$ cat config.mk
export PLATFORM = sky130hd
export DESIGN_NAME = cond_it_unit_flat
export DESIGN_NICKNAME = d
export VERILOG_FILES = /design/src/rtl/cond_it_unit_if.sv /design/src/rtl/cond_it_unit.sv /design/src/flat_wrapper.sv
export SDC_FILE = /design/constraint.sdc
export NUM_CORES = 1
export LEC_CHECK = 0
export CORE_UTILIZATION = 28
export DETAILED_ROUTE_END_ITERATION = 8
export GPL_TIMING_DRIVEN = 0
export PLACE_DENSITY = 0.62
export SYNTH_ARGS = -nofsm -noshare
export SYNTH_HDL_FRONTEND = slang
export SYNTH_SLANG_ARGS = --single-unit
$ cat constraint.sdc
create_clock -name clk -period 4.3 [get_ports clk]
set_clock_uncertainty 0.05 [all_clocks]
set_input_delay 1.29 -clock clk [delete_from_list [all_inputs] [get_ports clk]]
set_output_delay 1.29 -clock clk [all_outputs]
set_load 0.1 [all_outputs]
$ cat src/rtl/cond_it_unit_if.sv
// Execute-stage condition/flags bus: instruction controls and flag sources in, condition
// result, flags and IT status out.
interface cond_it_unit_if #(
  parameter int NSRC = 2,
  parameter int SELW = (NSRC > 1) ? $clog2(NSRC) : 1
);
  logic                StallE;
  logic                FlushE;
  logic                ITClear;
  logic                InstrValidE;
  logic [3:0]          Cond;
  logic [4*NSRC-1:0]   SrcFlagsE;
  logic [SELW-1:0]     SrcSelE;
  logic [1:0]          FlagsWrite;
  logic                ITStartE;
  logic [3:0]          ITFirstCond;
  logic [3:0]          ITMask;
  logic                CondEx;
  logic [3:0]          EffCondE;
  logic [3:0]          Flags;
  logic [3:0]          FlagsNext;
  logic                ITActive;

  modport master (
    output StallE, FlushE, ITClear, InstrValidE, Cond, SrcFlagsE, SrcSelE,
           FlagsWrite, ITStartE, ITFirstCond, ITMask,
    input  CondEx, EffCondE, Flags, FlagsNext, ITActive
  );

  modport slave (
    input  StallE, FlushE, ITClear, InstrValidE, Cond, SrcFlagsE, SrcSelE,
           FlagsWrite, ITStartE, ITFirstCond, ITMask,
    output CondEx, EffCondE, Flags, FlagsNext, ITActive
  );
endinterface

$ cat src/rtl/cond_it_unit.sv
// Execute-stage condition evaluation, NZCV flag register with multi-source write mux,
// and Thumb-2 IT-block state (ARM ITSTATE layout).
module cond_it_unit #(
  parameter int NSRC  = 2,
  parameter bit IT_EN = 1'b1,
  parameter int SELW  = (NSRC > 1) ? $clog2(NSRC) : 1
) (
  input  logic         clk,
  input  logic         reset,
  cond_it_unit_if.slave bus
);

  logic [3:0] flags_q, flags_d;
  logic [7:0] it_q, it_d;
  logic [3:0] eff_cond;
  logic [3:0] sel_flags;
  logic       pass;
  logic       cond_ex;
  logic       upd;
  logic       it_active;
  logic       it_start_ok;
  logic       n, z, c, v;

  assign upd       = bus.InstrValidE & ~bus.StallE & ~bus.FlushE;
  assign it_active = |it_q[3:0];
  assign eff_cond  = it_active ? it_q[7:4] : bus.Cond;
  assign {n, z, c, v} = flags_q;

  always_comb begin
    pass = 1'b0;
    unique case (eff_cond)
      4'h0: pass = z;
      4'h1: pass = ~z;
      4'h2: pass = c;
      4'h3: pass = ~c;
      4'h4: pass = n;
      4'h5: pass = ~n;
      4'h6: pass = v;
      4'h7: pass = ~v;
      4'h8: pass = c & ~z;
      4'h9: pass = ~c | z;
      4'hA: pass = (n == v);
      4'hB: pass = (n != v);
      4'hC: pass = ~z & (n == v);
      4'hD: pass = z | (n != v);
      4'hE: pass = 1'b1;
      4'hF: pass = 1'b0;
    endcase
  end

  assign cond_ex = bus.InstrValidE & pass;

  // Out-of-range selects fall back to source 0.
  always_comb begin
    sel_flags = bus.SrcFlagsE[3:0];
    for (int unsigned k = 0; k < NSRC; k++) begin
      if (bus.SrcSelE == SELW'(k)) sel_flags = bus.SrcFlagsE[4*k +: 4];
    end
  end

  always_comb begin
    flags_d = flags_q;
    if (bus.FlagsWrite[1] & cond_ex) flags_d[3:2] = sel_flags[3:2];
    if (bus.FlagsWrite[0] & cond_ex) flags_d[1:0] = sel_flags[1:0];
  end

  always_ff @(posedge clk) begin
    if (reset)    flags_q <= '0;
    else if (upd) flags_q <= flags_d;
  end

  assign it_start_ok = bus.ITStartE & ~it_active & (|bus.ITMask) & (bus.ITFirstCond != 4'hF);

  // Base condition [7:5] is held; [4:0] shifts so [4] supplies each slot's condition LSB.
  always_comb begin
    it_d = it_q;
    if (upd) begin
      if (it_start_ok) begin
        it_d = {bus.ITFirstCond, bus.ITMask};
      end else if (it_active) begin
        if (it_q[2:0] == 3'b000) it_d = '0;
        else                     it_d = {it_q[7:5], it_q[3:0], 1'b0};
      end
    end
  end

  generate
    if (IT_EN) begin : g_it
      always_ff @(posedge clk) begin
        if (reset | bus.ITClear) it_q <= '0;
        else                     it_q <= it_d;
      end
    end else begin : g_no_it
      always_comb it_q = '0;
    end
  endgenerate

  assign bus.CondEx    = cond_ex;
  assign bus.EffCondE  = eff_cond;
  assign bus.Flags     = flags_q;
  assign bus.FlagsNext = flags_d;
  assign bus.ITActive  = it_active;

endmodule

$ cat src/flat_wrapper.sv
// flat-port wrapper written by rule: the top's interface ports become plain ports
module cond_it_unit_flat 
#(
  parameter int NSRC  = 2,
  parameter bit IT_EN = 1'b1,
  parameter int SELW  = (NSRC > 1) ? $clog2(NSRC) : 1
)
  (clk, reset, bus_StallE, bus_FlushE, bus_ITClear, bus_InstrValidE, bus_Cond, bus_SrcFlagsE, bus_SrcSelE, bus_FlagsWrite, bus_ITStartE, bus_ITFirstCond, bus_ITMask, bus_CondEx, bus_EffCondE, bus_Flags, bus_FlagsNext, bus_ITActive);
  cond_it_unit_if #(.NSRC(NSRC), .SELW(SELW)) bus_i ();
  input  logic clk;
  input  logic reset;
  input wire logic [$bits(bus_i.StallE)-1:0] bus_StallE;
  input wire logic [$bits(bus_i.FlushE)-1:0] bus_FlushE;
  input wire logic [$bits(bus_i.ITClear)-1:0] bus_ITClear;
  input wire logic [$bits(bus_i.InstrValidE)-1:0] bus_InstrValidE;
  input wire logic [$bits(bus_i.Cond)-1:0] bus_Cond;
  input wire logic [$bits(bus_i.SrcFlagsE)-1:0] bus_SrcFlagsE;
  input wire logic [$bits(bus_i.SrcSelE)-1:0] bus_SrcSelE;
  input wire logic [$bits(bus_i.FlagsWrite)-1:0] bus_FlagsWrite;
  input wire logic [$bits(bus_i.ITStartE)-1:0] bus_ITStartE;
  input wire logic [$bits(bus_i.ITFirstCond)-1:0] bus_ITFirstCond;
  input wire logic [$bits(bus_i.ITMask)-1:0] bus_ITMask;
  output wire logic [$bits(bus_i.CondEx)-1:0] bus_CondEx;
  output wire logic [$bits(bus_i.EffCondE)-1:0] bus_EffCondE;
  output wire logic [$bits(bus_i.Flags)-1:0] bus_Flags;
  output wire logic [$bits(bus_i.FlagsNext)-1:0] bus_FlagsNext;
  output wire logic [$bits(bus_i.ITActive)-1:0] bus_ITActive;
  assign bus_i.StallE = bus_StallE;
  assign bus_i.FlushE = bus_FlushE;
  assign bus_i.ITClear = bus_ITClear;
  assign bus_i.InstrValidE = bus_InstrValidE;
  assign bus_i.Cond = bus_Cond;
  assign bus_i.SrcFlagsE = bus_SrcFlagsE;
  assign bus_i.SrcSelE = bus_SrcSelE;
  assign bus_i.FlagsWrite = bus_FlagsWrite;
  assign bus_i.ITStartE = bus_ITStartE;
  assign bus_i.ITFirstCond = bus_ITFirstCond;
  assign bus_i.ITMask = bus_ITMask;
  assign bus_CondEx = bus_i.CondEx;
  assign bus_EffCondE = bus_i.EffCondE;
  assign bus_Flags = bus_i.Flags;
  assign bus_FlagsNext = bus_i.FlagsNext;
  assign bus_ITActive = bus_i.ITActive;
  cond_it_unit #(.NSRC(NSRC), .IT_EN(IT_EN), .SELW(SELW)) u_core (.clk(clk), .reset(reset), .bus(bus_i));
endmodule
==> metrics.txt, run 1 <==
# TYPE chip_impl_metric gauge
chip_impl_metric{name="area.growth.synth_to_final",unit="%"} 63.8
chip_impl_info{name="timing.critical_path.max_delay_family",value="compound AO/OA/AOI/OAI gates"} 1
chip_impl_metric{name="detailed_router_s_first_iteration_violation_count",unit=""} 71
chip_impl_info{name="status",value="finished, violations left"} 1
chip_impl_metric{name="grt_pass1_vias",unit=""} 1299
chip_impl_metric{name="worstPathRequired",unit="ns"} 2.96
chip_impl_info{name="cp_slowest_cell",value="sky130_fd_sc_hd__mux2_4"} 1
chip_impl_metric{name="detail_route.first_pass.iterations",unit=""} 4
chip_impl_metric{name="io_buffer_count",unit=""} 43
chip_impl_metric{name="grt_first_pass_wirelength",unit="mm"} 6.13
chip_impl_metric{name="final_core_density",unit=""} 0.485
chip_impl_metric{name="antenna-diode-count",unit=""} 0
chip_impl_metric{name="static-leakage-power",unit="uW"} 0.000715
chip_impl_metric{name="die_y",unit="um"} 67.7
chip_impl_metric{name="timing.max_cap.violations",unit=""} 0
chip_impl_metric{name="gpl.final_weighted_congestion",unit=""} 0.829
chip_impl_info{name="failed_checks",value="negative setup slack"} 1
chip_impl_metric{name="worst-path-buf-inv",unit=""} 2
chip_impl_metric{name="synth_sequential_area_ratio",unit=""} 0.199
chip_impl_metric{name="die_w",unit="um"} 67.7
chip_impl_metric{name="synth.cell_area",unit="um2"} 1210
chip_impl_info{name="synth-main-ff-cell",value="sky130_fd_sc_hd__dfxtp_1"} 1
chip_impl_metric{name="cts-root-to-sink-buffers",unit=""} 2
chip_impl_metric{name="max_slew_margin",unit=""} 0.353
chip_impl_metric{name="clock.fmax",unit="MHz"} 224
chip_impl_info{name="cts_root_buffer",value="sky130_fd_sc_hd__clkbuf_8"} 1
chip_impl_metric{name="max-vdd-ir-drop",unit="mV"} 0.156
chip_impl_metric{name="yosys_reg_bits",unit=""} 12
chip_impl_metric{name="timing.final.max_slew_violations",unit=""} 0
chip_impl_metric{name="tritoncts.num_buffers",unit=""} 3
chip_impl_metric{name="hpwl",unit="mm"} 2.68
chip_impl_metric{name="grt_start_max_net_pins",unit=""} 11
chip_impl_metric{name="coreArea",unit="um2"} 4090
chip_impl_metric{name="detail_route.drc_violations",unit=""} 0
chip_impl_metric{name="clkTransAtPathRegs",unit="ns"} 0.06
chip_impl_metric{name="cp.arrival",unit="ns"} 3.13
chip_impl_metric{name="clk-insertion-delay-late",unit="ns"} 0.24
chip_impl_metric{name="final_net_count",unit=""} 224
chip_impl_metric{name="pin_count",unit=""} 44
chip_impl_metric{name="num_vias",unit=""} 1362
chip_impl_info{name="cts_tree",value="built"} 1
chip_impl_info{name="path_class",value="input pin to primary output"} 1
chip_impl_metric{name="measured_slew_at_the_worst_slew_check_pin",unit="ns"} 0.968
chip_impl_metric{name="cellPowerDensity",unit="nW/um2"} 236
chip_impl_metric{name="cts.sinks",unit=""} 12
chip_impl_info{name="rsz0062_at_grt",value="yes"} 1
chip_impl_info{name="timing.hold.worst.class",value="flip-flop to flip-flop"} 1
chip_impl_metric{name="htreeDepth",unit=""} 1
chip_impl_metric{name="floorplan.die_area",unit="um2"} 4590
chip_impl_metric{name="mappedNetlistNets",unit=""} 170
chip_impl_metric{name="delay_of_the_slowest_critical_path_stage",unit="ns"} 0.36
chip_impl_metric{name="post_route_cells_drive_above_1_share",unit=""} 0.295
chip_impl_metric{name="grt.overflow.total",unit=""} 0
chip_impl_metric{name="cts_hold_repair.buffers",unit=""} 0
chip_impl_info{name="cp_common_cell",value="sky130_fd_sc_hd__buf_12"} 1
chip_impl_metric{name="wirelength",unit="mm"} 3.82
chip_impl_info{name="crit_path_cell_trace",value="buf_12 > nor4b_4 > a311oi_2 > o32a_1 > o211a_4 > a311oi_4 > mux2_4 > buf_12"} 1
chip_impl_metric{name="critical_path_peak_fanout",unit=""} 7
chip_impl_info{name="endpoint_kind",value="primary output"} 1
chip_impl_metric{name="avg_inst_size_synth",unit="um2"} 8.64
chip_impl_metric{name="netlist-cell-type-count",unit=""} 54
chip_impl_metric{name="post-route-period-util",unit=""} 1.04
chip_impl_info{name="hold_path_startpoint",value="u_core.it_q[3]"} 1
chip_impl_info{name="cp-startpoint",value="bus_Cond[0]"} 1
chip_impl_metric{name="synth_warnings",unit=""} 0
chip_impl_metric{name="synth_async_sr_flop_share",unit=""} 0
chip_impl_metric{name="avgViaCountPerCell",unit=""} 5.60
chip_impl_metric{name="syn_inst",unit=""} 140
chip_impl_info{name="critical_path.reg2reg.startpoint",value="u_core.it_q[2]"} 1
chip_impl_metric{name="initial_core_util",unit=""} 0.296
chip_impl_metric{name="grt_antenna_before_repair",unit=""} 0
chip_impl_info{name="worst_setup_path_start_kind",value="input pin"} 1
chip_impl_metric{name="globalRouteTotalUtil",unit=""} 0.176
chip_impl_metric{name="final.setup.worst_slack",unit="ns"} -0.169
chip_impl_metric{name="period_minus_slack",unit="ns"} 4.47
chip_impl_metric{name="setup-tns-final",unit="ns"} -0.708
chip_impl_metric{name="drt.antenna.violating_nets",unit=""} 0
chip_impl_metric{name="hold_violations",unit=""} 0
chip_impl_metric{name="drt-wirelength-per-cell",unit="um"} 15.7
chip_impl_metric{name="synth_enable_flop_cells",unit=""} 0
chip_impl_metric{name="std_cell_rows",unit=""} 23
chip_impl_metric{name="final_setup_violating_endpoints",unit=""} 5
[timing repair]
item,CTS,global route
pin swaps,7,7
endpoints found under the hold margin,0,0
gates resized for setup,84,7
gates cloned,0,0
endpoints found under the setup margin,9,5
setup buffers,4,2
[final cells by class]
class                   count  area [um2]
flip-flops and latches     12         240
multi-input cells         119        1050
plain buffers               3        20.0
inverters                   6        22.5
fillers                   394        2100
repair buffers             49         533
well taps                  50        62.6
clock buffers               4        55.1
[power by group]
part | internal (uW) | switching, uW
registers | 113 | 5.00
logic | 93.6 | 127
clock network | 81.1 | 47.2
total | 288 | 179
[stage by stage]
stage	instance area, um2	power, uW	hold slack (ns)	std cells	setup slack [ns]
6_report	1980	467	0.515	243	-0.169
4_1_cts	1940	461	0.518	241	-0.259
2_1_floorplan	1220	248	0.462	140	-0.0684
3_3_place_gp	1710	306	0.496	233	-1.68
5_1_grt	1980	487	0.543	243	-0.241
3_5_place_dp	1710	308	0.507	233	-1.70
[per-layer routing]
layer | up-vias | global-route usage | wire, um
met1 | 669 | 0.232 | 1730
li1 | 658 | - | -
met5 | - | 0 | 0
met3 | 4 | 0.0186 | 127
met2 | 31 | 0.302 | 1940
met4 | 0 | 0.0399 | 19
[path summary, 6_finish.rpt]
check | slack (ns) | to | cells past startpoint
hold / removal | 0.52 | u_core.it_q[3] | 2
setup reg to reg | 1.59 | u_core.bus.Flags[0] | 8
hold reg to reg | 0.52 | u_core.it_q[3] | 2
setup / recovery | -0.17 | bus_FlagsNext[2] | 8
[worst reg2reg max path: cells and delay by family (launching register included)]
family	cells	cell delay (ns)
mux	2	0.52
buf+inv	2	0.37
compound gates	2	0.66
simple gates	2	0.63
flops	1	0.38
[logic make-up (layout without fill, tap and decap cells)]
group	count (synthesis)	count (layout)	share of synthesized area
AO/OA/AOI/OAI	33	33	0.240
XOR/XNOR	3	3	0.0217
buffers and inverters	9	62	0.0352
flip-flops	12	12	0.199
multiplexers	20	20	0.195
AND/OR/NAND/NOR	63	63	0.309
[layout by cell type, fill, tap and decap left out, drive strengths merged, types with 4 or more instances in the layout]
master / n
dfxtp: 12
nor4b: 4
and2: 5
inv: 6
mux2i: 7
mux2: 13
nand2b: 7
a211oi: 4
nand2: 9
nor2: 12
buf: 17
clkbuf: 5
clkdlybuf4s50: 34
o21ai: 4
nand3: 5
nor3: 6
[registers in the layout, summed over array words and instances (netlist names)]
register          count
u_core.bus.Flags      4
u_core.it_q           8
[synthesized netlist by cell type (3+ instances only)]
cell type                  number  area, um2
sky130_fd_sc_hd__a211oi_1       4       30.0
sky130_fd_sc_hd__a21oi_1        3       15.0
sky130_fd_sc_hd__and2_1         5       31.3
sky130_fd_sc_hd__dfxtp_1       12        240
sky130_fd_sc_hd__inv_1          5       18.8
sky130_fd_sc_hd__mux2_2        12        135
sky130_fd_sc_hd__mux2i_1        5       50.1
sky130_fd_sc_hd__nand2_1        9       33.8
sky130_fd_sc_hd__nand2b_1       7       43.8
sky130_fd_sc_hd__nand3_1        5       25.0
sky130_fd_sc_hd__nor2_1        12       45.0
sky130_fd_sc_hd__nor3_1         6       30.0
sky130_fd_sc_hd__nor4b_1        4       35.0
sky130_fd_sc_hd__o21ai_0        3       15.0
No activity file was read; power rests on OpenSTA's default activity.
==> run 2: changes to the inputs <==
--- a/config.mk
+++ b/config.mk
@@ -5,6 +5,8 @@
 export SDC_FILE = /design/constraint.sdc
 export NUM_CORES = 1
 export LEC_CHECK = 0
+export CORE_ASPECT_RATIO = 1.25
+export CORE_MARGIN = 5
 export CORE_UTILIZATION = 28
 export DETAILED_ROUTE_END_ITERATION = 8
 export GPL_TIMING_DRIVEN = 0
==> run 2 against run 1 <==
Compared with the run above: the flow still finishes with violations (negative setup slack); final cell count grew 3.7%; clock-buffer cell count is the same; worst setup slack gained 0.043 ns; design area grew 2.8%; worst hold slack lost 0.0039 ns; core utilization grew 0.80 points; register-to-register slack gained 0.16 ns; total power shrank 0.40%; die area grew 25%; routed wire length grew 2.4%; first-iteration DRC count shrank 4.2%.
==> metrics.txt, run 2 (synthesis gave the netlist of run 1 again) <==
# TYPE chip_impl_metric gauge
chip_impl_metric{name="pin_count",unit=""} 44
chip_impl_metric{name="cts.sinks",unit=""} 12
chip_impl_metric{name="floorplan.die_area",unit="um2"} 5740
chip_impl_metric{name="drt.antenna.violating_nets",unit=""} 0
chip_impl_metric{name="period_minus_slack",unit="ns"} 4.43
chip_impl_info{name="status",value="finished, violations left"} 1
chip_impl_metric{name="num_vias",unit=""} 1327
chip_impl_metric{name="grt_first_pass_wirelength",unit="mm"} 6.09
chip_impl_metric{name="max_slew_margin",unit=""} 0.350
chip_impl_metric{name="seqPwrFrac",unit=""} 0.255
chip_impl_info{name="layout.cells.most_common",value="sky130_fd_sc_hd__clkdlybuf4s50_1"} 1
chip_impl_metric{name="rrSetupSlack",unit="ns"} 1.75
chip_impl_metric{name="antenna-diode-count",unit=""} 0
chip_impl_info{name="worst_setup_path_start_kind",value="input pin"} 1
chip_impl_metric{name="die_y",unit="um"} 83.5
chip_impl_metric{name="initial_core_util",unit=""} 0.293
chip_impl_metric{name="holdPathStages",unit=""} 2
chip_impl_info{name="timing.hold.worst_endpoint",value="u_core.it_q[0]"} 1
chip_impl_metric{name="hpwl",unit="mm"} 2.83
chip_impl_metric{name="tritoncts.num_buffers",unit=""} 3
chip_impl_metric{name="detail_route.first_pass.iterations",unit=""} 4
chip_impl_info{name="layout.cells.most_common_list",value="sky130_fd_sc_hd__clkdlybuf4s50_1, sky130_fd_sc_hd__nor2_1, sky130_fd_sc_hd__dfxtp_1"} 1
chip_impl_metric{name="cts_hold_repair.buffers",unit=""} 0
chip_impl_metric{name="cellPowerDensity",unit="nW/um2"} 228
chip_impl_metric{name="static-leakage-power",unit="uW"} 0.000739
chip_impl_metric{name="htreeDepth",unit=""} 1
chip_impl_metric{name="drt-wirelength-per-cell",unit="um"} 15.5
chip_impl_metric{name="power_report.internal_total",unit="uW"} 291
chip_impl_metric{name="detailed_router_s_first_iteration_violation_count",unit=""} 68
chip_impl_metric{name="std_cell_rows",unit=""} 26
chip_impl_metric{name="clk-insertion-delay-late",unit="ns"} 0.24
chip_impl_metric{name="cp.arrival",unit="ns"} 3.09
chip_impl_metric{name="worst-path-buf-inv",unit=""} 2
chip_impl_info{name="critical_path.reg2reg.startpoint",value="u_core.it_q[2]"} 1
chip_impl_info{name="cts_root_buffer",value="sky130_fd_sc_hd__clkbuf_8"} 1
chip_impl_info{name="cts_tree",value="built"} 1
chip_impl_metric{name="timing.final.max_slew_violations",unit=""} 0
chip_impl_metric{name="area.growth.synth_to_final",unit="%"} 68.4
chip_impl_metric{name="clkTransAtPathRegs",unit="ns"} 0.05
chip_impl_metric{name="worstRegToRegCells",unit=""} 7
chip_impl_info{name="path_class",value="input pin to primary output"} 1
chip_impl_metric{name="worstPathRequired",unit="ns"} 2.96
chip_impl_info{name="hold_path_startpoint",value="u_core.it_q[0]"} 1
chip_impl_info{name="timing.critical_path.max_delay_family",value="compound AO/OA/AOI/OAI gates"} 1
chip_impl_metric{name="wirelength",unit="mm"} 3.91
chip_impl_metric{name="largest_register_ff_count",unit=""} 8
chip_impl_info{name="reg2reg_end",value="u_core.bus.Flags[0]"} 1
chip_impl_metric{name="final_setup_violating_endpoints",unit=""} 5
chip_impl_metric{name="final_net_count",unit=""} 227
chip_impl_metric{name="critical_path_peak_fanout",unit=""} 6
chip_impl_metric{name="grt_start_max_net_pins",unit=""} 11
chip_impl_metric{name="final.setup.worst_slack",unit="ns"} -0.126
chip_impl_info{name="timing.hold.worst.class",value="flip-flop to flip-flop"} 1
chip_impl_metric{name="avgViaCountPerCell",unit=""} 5.27
chip_impl_info{name="rsz0062_at_grt",value="yes"} 1
chip_impl_metric{name="timing.max_cap.violations",unit=""} 0
chip_impl_info{name="cp_common_cell",value="sky130_fd_sc_hd__buf_12"} 1
chip_impl_info{name="cp_slowest_cell",value="sky130_fd_sc_hd__mux2_4"} 1
chip_impl_info{name="failed_checks",value="negative setup slack"} 1
chip_impl_metric{name="detail_route.drc_violations",unit=""} 0
chip_impl_metric{name="place_worst_setup_slack",unit="ns"} -1.68
chip_impl_metric{name="io_buffer_count",unit=""} 43
chip_impl_metric{name="pwr-share-clk",unit=""} 0.265
chip_impl_info{name="endpoint_kind",value="primary output"} 1
chip_impl_metric{name="measured_slew_at_the_worst_slew_check_pin",unit="ns"} 0.972
chip_impl_metric{name="cts-root-to-sink-buffers",unit=""} 2
chip_impl_metric{name="coreArea",unit="um2"} 4130
chip_impl_metric{name="p_comb_frac",unit=""} 0.480
chip_impl_metric{name="setup-tns-final",unit="ns"} -0.479
chip_impl_metric{name="globalRouteTotalUtil",unit=""} 0.134
chip_impl_metric{name="grt_pass1_vias",unit=""} 1289
chip_impl_metric{name="total_power",unit="uW"} 465
chip_impl_metric{name="die_w",unit="um"} 68.8
chip_impl_metric{name="final_cells",unit=""} 252
chip_impl_metric{name="final_core_density",unit=""} 0.493
chip_impl_metric{name="hold_violations",unit=""} 0
chip_impl_metric{name="power.switching",unit="uW"} 174
chip_impl_metric{name="post_route_cells_drive_above_1_share",unit=""} 0.311
chip_impl_metric{name="delay_of_the_slowest_critical_path_stage",unit="ns"} 0.35
chip_impl_metric{name="grt_antenna_before_repair",unit=""} 0
chip_impl_metric{name="switching_share",unit=""} 0.375
chip_impl_metric{name="post-place-cells",unit=""} 239
chip_impl_info{name="crit_path_cell_trace",value="buf_12 > nor4b_4 > a311oi_2 > o32a_1 > o211a_4 > a311oi_4 > mux2_4 > buf_12"} 1
chip_impl_metric{name="grt.overflow.total",unit=""} 0
chip_impl_metric{name="max-vdd-ir-drop",unit="mV"} 0.122
chip_impl_metric{name="post-route-period-util",unit=""} 1.03
chip_impl_metric{name="gpl.final_weighted_congestion",unit=""} 0.777
chip_impl_info{name="register_ranked_first_by_flip_flop_count",value="u_core.it_q"} 1
chip_impl_metric{name="clock.fmax",unit="MHz"} 226
[run 2: cell types whose count changed in the layout (fill, tap and decap cells not counted), sizes merged]
| cell | previous run | this run |
|---|---|---|
| buf | 17 | 20 |
[run 2: cell type report]
class / count / area, um2
multi-input combinational: 119 / 1070
sequential: 12 / 240
fill: 403 / 2090
buffer: 3 / 20.0
clock buffer: 4 / 55.1
tap: 56 / 70.1
inverter: 6 / 22.5
timing repair buffer: 52 / 558
[run 2: routing by layer]
layer / track usage / wire length (um) / part of all wire
met1: 0.174 / 1650 / 0.42
met2: 0.228 / 2110 / 0.54
met3: 0.0162 / 107 / 0.027
met4: 0.0372 / 44 / 0.011
met5: 0 / 0 / 0
[run 2: power groups by stage]
stage | clock network [uW] | registers [uW] | logic [uW]
2_1_floorplan | 0 | 128 | 120
3_3_place_gp | 0 | 120 | 187
3_5_place_dp | 0 | 120 | 188
4_1_cts | 127 | 118 | 213
5_1_grt | 132 | 119 | 234
6_report | 123 | 118 | 223
[run 2: stage by stage]
step / instance area, um2 / hold slack (ns)
final: 2040 / 0.511
after global routing: 2040 / 0.548
after CTS: 1950 / 0.509
after detailed placement: 1720 / 0.500
after global placement: 1720 / 0.505
after floorplan: 1220 / 0.462
[run 2: timing repair]
action / CTS / global route
pin swaps: 8 / 6
endpoints found under the setup margin: 9 / 5
setup buffers: 6 / 3
gates resized for setup: 83 / 12
[run 2: worst max-delay path by stage]
stage / endpoint / start / cells past startpoint / slack (ns)
after CTS: bus_FlagsNext[0] / bus_Cond[3] / 8 / -0.24
after global placement: bus_FlagsNext[1] / bus_Cond[1] / 7 / -1.73
final: bus_FlagsNext[1] / bus_Cond[1] / 8 / -0.13
after floorplan: bus_FlagsNext[2] / bus_Cond[0] / 5 / -0.07
after detailed placement: bus_FlagsNext[2] / bus_Cond[1] / 7 / -1.68
after global routing: bus_FlagsNext[0] / bus_Cond[1] / 8 / -0.19
[run 2: worst min-delay path, cell delays in order (launching register included)]
cell                      delay [ns]
sky130_fd_sc_hd__dfxtp_1        0.38
sky130_fd_sc_hd__nand2_1        0.09
sky130_fd_sc_hd__a21oi_1        0.05
==> run 3: changes to the inputs <==
--- a/config.mk
+++ b/config.mk
@@ -6,7 +6,7 @@
 export NUM_CORES = 1
 export LEC_CHECK = 0
 export CORE_ASPECT_RATIO = 1.25
-export CORE_MARGIN = 5
+export CORE_MARGIN = 4
 export CORE_UTILIZATION = 28
 export DETAILED_ROUTE_END_ITERATION = 8
 export GPL_TIMING_DRIVEN = 0
==> run 3 against run 2 <==
Compared with the run above: sequential cell count unchanged; fmax fell by 0.20%; die area fell by 5.2%; the flow still finishes with violations (negative setup slack); total power is 1.9% lower; clock power about the same; largest power group unchanged; final cell count shrank 0.40%; non-clock buffer count is 1 lower; routed wire length decreased by 7.4%.
==> metrics.txt, run 3 (synthesis gave the netlist of run 1 again) <==
# TYPE chip_impl_metric gauge
chip_impl_info{name="status",value="finished, violations left"} 1
chip_impl_info{name="failed_checks",value="negative setup slack"} 1
chip_impl_metric{name="final_net_count",unit=""} 226
chip_impl_metric{name="clk-insertion-delay-late",unit="ns"} 0.24
chip_impl_metric{name="routed-wl-met2",unit="mm"} 1.88
chip_impl_metric{name="floorplan.die_area",unit="um2"} 5440
chip_impl_metric{name="setup-tns-final",unit="ns"} -0.602
chip_impl_info{name="cp-startpoint",value="bus_Cond[0]"} 1
chip_impl_metric{name="static-leakage-power",unit="uW"} 0.000724
chip_impl_metric{name="hold-worst-slack",unit="ns"} 0.503
chip_impl_metric{name="hold_violations",unit=""} 0
chip_impl_info{name="cts_root_buffer",value="sky130_fd_sc_hd__clkbuf_8"} 1
chip_impl_metric{name="final_setup_violating_endpoints",unit=""} 5
chip_impl_metric{name="htreeDepth",unit=""} 1
chip_impl_metric{name="io_buffer_count",unit=""} 43
chip_impl_info{name="top_layer",value="met4"} 1
chip_impl_info{name="endpoint_kind",value="primary output"} 1
chip_impl_metric{name="globalRouteTotalUtil",unit=""} 0.139
chip_impl_metric{name="clkTransAtPathRegs",unit="ns"} 0.05
chip_impl_metric{name="std_cell_rows",unit=""} 26
chip_impl_info{name="path_class",value="input pin to primary output"} 1
chip_impl_metric{name="grt_first_pass_wirelength",unit="mm"} 5.87
chip_impl_info{name="register_ranked_first_by_flip_flop_count",value="u_core.it_q"} 1
chip_impl_metric{name="final.setup.worst_slack",unit="ns"} -0.135
chip_impl_metric{name="seqPwrFrac",unit=""} 0.259
chip_impl_metric{name="drt-wirelength-per-cell",unit="um"} 14.4
chip_impl_metric{name="detailed_router_s_first_iteration_violation_count",unit=""} 87
chip_impl_metric{name="clock.fmax",unit="MHz"} 226
chip_impl_metric{name="die_y",unit="um"} 81.5
chip_impl_metric{name="timing.final.max_slew_violations",unit=""} 0
chip_impl_metric{name="post_route_cells_drive_above_1_share",unit=""} 0.303
chip_impl_metric{name="cts_hold_repair.buffers",unit=""} 0
chip_impl_metric{name="post-place-cells",unit=""} 239
chip_impl_info{name="hold_path_startpoint",value="u_core.it_q[0]"} 1
chip_impl_metric{name="cts-root-to-sink-buffers",unit=""} 2
chip_impl_metric{name="period_minus_slack",unit="ns"} 4.43
chip_impl_info{name="cts_tree",value="built"} 1
chip_impl_metric{name="die_w",unit="um"} 66.8
chip_impl_metric{name="antenna-diode-count",unit=""} 0
chip_impl_metric{name="placed_cell_area",unit="um2"} 1720
chip_impl_metric{name="cts.sinks",unit=""} 12
chip_impl_metric{name="fillCellCount",unit=""} 425
chip_impl_metric{name="switching_share",unit=""} 0.372
chip_impl_metric{name="largest_register_ff_count",unit=""} 8
chip_impl_metric{name="hpwl",unit="mm"} 2.73
chip_impl_metric{name="gpl.final_weighted_congestion",unit=""} 0.817
chip_impl_metric{name="timing.max_cap.violations",unit=""} 0
chip_impl_metric{name="fin_area",unit="um2"} 1980
chip_impl_metric{name="delay_of_the_slowest_critical_path_stage",unit="ns"} 0.44
chip_impl_info{name="cp_slowest_cell",value="sky130_fd_sc_hd__or3b_2"} 1
chip_impl_metric{name="area.growth.synth_to_final",unit="%"} 63.6
chip_impl_metric{name="max_slew_margin",unit=""} 0.351
chip_impl_metric{name="total_power",unit="uW"} 456
chip_impl_info{name="crit_path_cell_trace",value="buf_4 > or3b_2 > o2111ai_1 > a21boi_4 > a311oi_4 > mux2_4 > buf_12"} 1
chip_impl_info{name="layout.cells.most_common",value="sky130_fd_sc_hd__clkdlybuf4s50_1"} 1
chip_impl_metric{name="num_vias",unit=""} 1311
chip_impl_metric{name="grt_start_max_net_pins",unit=""} 11
chip_impl_metric{name="pin_count",unit=""} 44
chip_impl_metric{name="tritoncts.num_buffers",unit=""} 3
chip_impl_metric{name="grt.overflow.total",unit=""} 0
chip_impl_info{name="timing.hold.worst.class",value="flip-flop to flip-flop"} 1
chip_impl_metric{name="cellPowerDensity",unit="nW/um2"} 230
chip_impl_metric{name="routedLengthMet1",unit="mm"} 1.55
chip_impl_info{name="rsz0062_at_grt",value="yes"} 1
chip_impl_metric{name="max-vdd-ir-drop",unit="mV"} 0.151
chip_impl_metric{name="coreArea",unit="um2"} 4130
chip_impl_info{name="worst_setup_path_start_kind",value="input pin"} 1
chip_impl_metric{name="p_comb_frac",unit=""} 0.472
chip_impl_metric{name="worstPathRequired",unit="ns"} 2.96
chip_impl_metric{name="detail_route.first_pass.iterations",unit=""} 4
chip_impl_metric{name="grt_antenna_before_repair",unit=""} 0
chip_impl_metric{name="wirelength",unit="mm"} 3.62
chip_impl_metric{name="pwr-share-clk",unit=""} 0.268
chip_impl_metric{name="initial_core_util",unit=""} 0.293
chip_impl_metric{name="measured_slew_at_the_worst_slew_check_pin",unit="ns"} 0.970
chip_impl_info{name="critical_path.reg2reg.startpoint",value="u_core.it_q[2]"} 1
chip_impl_metric{name="grt_pass1_vias",unit=""} 1230
chip_impl_metric{name="power_report.internal_total",unit="uW"} 286
chip_impl_metric{name="power.switching",unit="uW"} 170
chip_impl_info{name="layout.cells.most_common_list",value="sky130_fd_sc_hd__clkdlybuf4s50_1, sky130_fd_sc_hd__nor2_1, sky130_fd_sc_hd__dfxtp_1"} 1
chip_impl_metric{name="avgViaCountPerCell",unit=""} 5.22
chip_impl_metric{name="wl_met3",unit="um"} 148
chip_impl_metric{name="final_cells",unit=""} 251
chip_impl_metric{name="cp.arrival",unit="ns"} 3.09
chip_impl_metric{name="drt.antenna.violating_nets",unit=""} 0
chip_impl_metric{name="post-route-period-util",unit=""} 1.03
chip_impl_metric{name="critical_path_peak_fanout",unit=""} 7
chip_impl_metric{name="detail_route.drc_violations",unit=""} 0
run 3: stage by stage:
stage | setup WS [ns] | util
2_1_floorplan | -0.0684 | -
3_3_place_gp | -1.72 | 0.416
3_5_place_dp | -1.72 | 0.416
4_1_cts | -0.241 | 0.470
5_1_grt | -0.181 | 0.479
6_report | -0.135 | 0.479
run 3: critical path: cells and delay by family:
family | cells | cell delay [ns]
and+or+nand+nor | 1 | 0.44
muxes | 1 | 0.34
buffers and inverters | 2 | 0.31
AOI/OAI and AO/OA | 3 | 0.70
run 3: path summary, 6_finish.rpt:
check | to | cells after the start | slack [ns]
max | bus_FlagsNext[1] | 7 | -0.13
min reg2reg | u_core.it_q[0] | 2 | 0.50
max reg2reg | u_core.bus.Flags[1] | 8 | 1.61
min | u_core.it_q[0] | 2 | 0.50
run 3: layer usage:
layer | GRT usage | vias up
met3 | 0.0205 | 4
met5 | 0 | -
met1 | 0.162 | 621
met4 | 0.0528 | 0
li1 | - | 658
met2 | 0.252 | 28
run 3: power groups by stage:
stage | clock network, uW | registers, uW | logic [uW]
3_5_place_dp | 0 | 120 | 188
5_1_grt | 130 | 119 | 227
4_1_cts | 128 | 118 | 212
6_report | 122 | 118 | 215
3_3_place_gp | 0 | 120 | 187
2_1_floorplan | 0 | 128 | 120
run 3: layout make-up:
class                   count  area [um2]  share of cell area
well taps                  56        70.1              0.0354
multi-input cells         119        1040               0.524
repair buffers             51         534               0.270
plain buffers               3        20.0              0.0101
clock buffers               4        55.1              0.0278
inverters                   6        22.5              0.0114
flip-flops and latches     12         240               0.121
run 3: timing repair:
| item | 4_1_cts | 5_1_grt |
|---|---|---|
| endpoints found under the setup margin | 9 | 6 |
| buffers inserted | 6 | 2 |
| gates resized for setup | 78 | 10 |
| pin swaps | 5 | 9 |
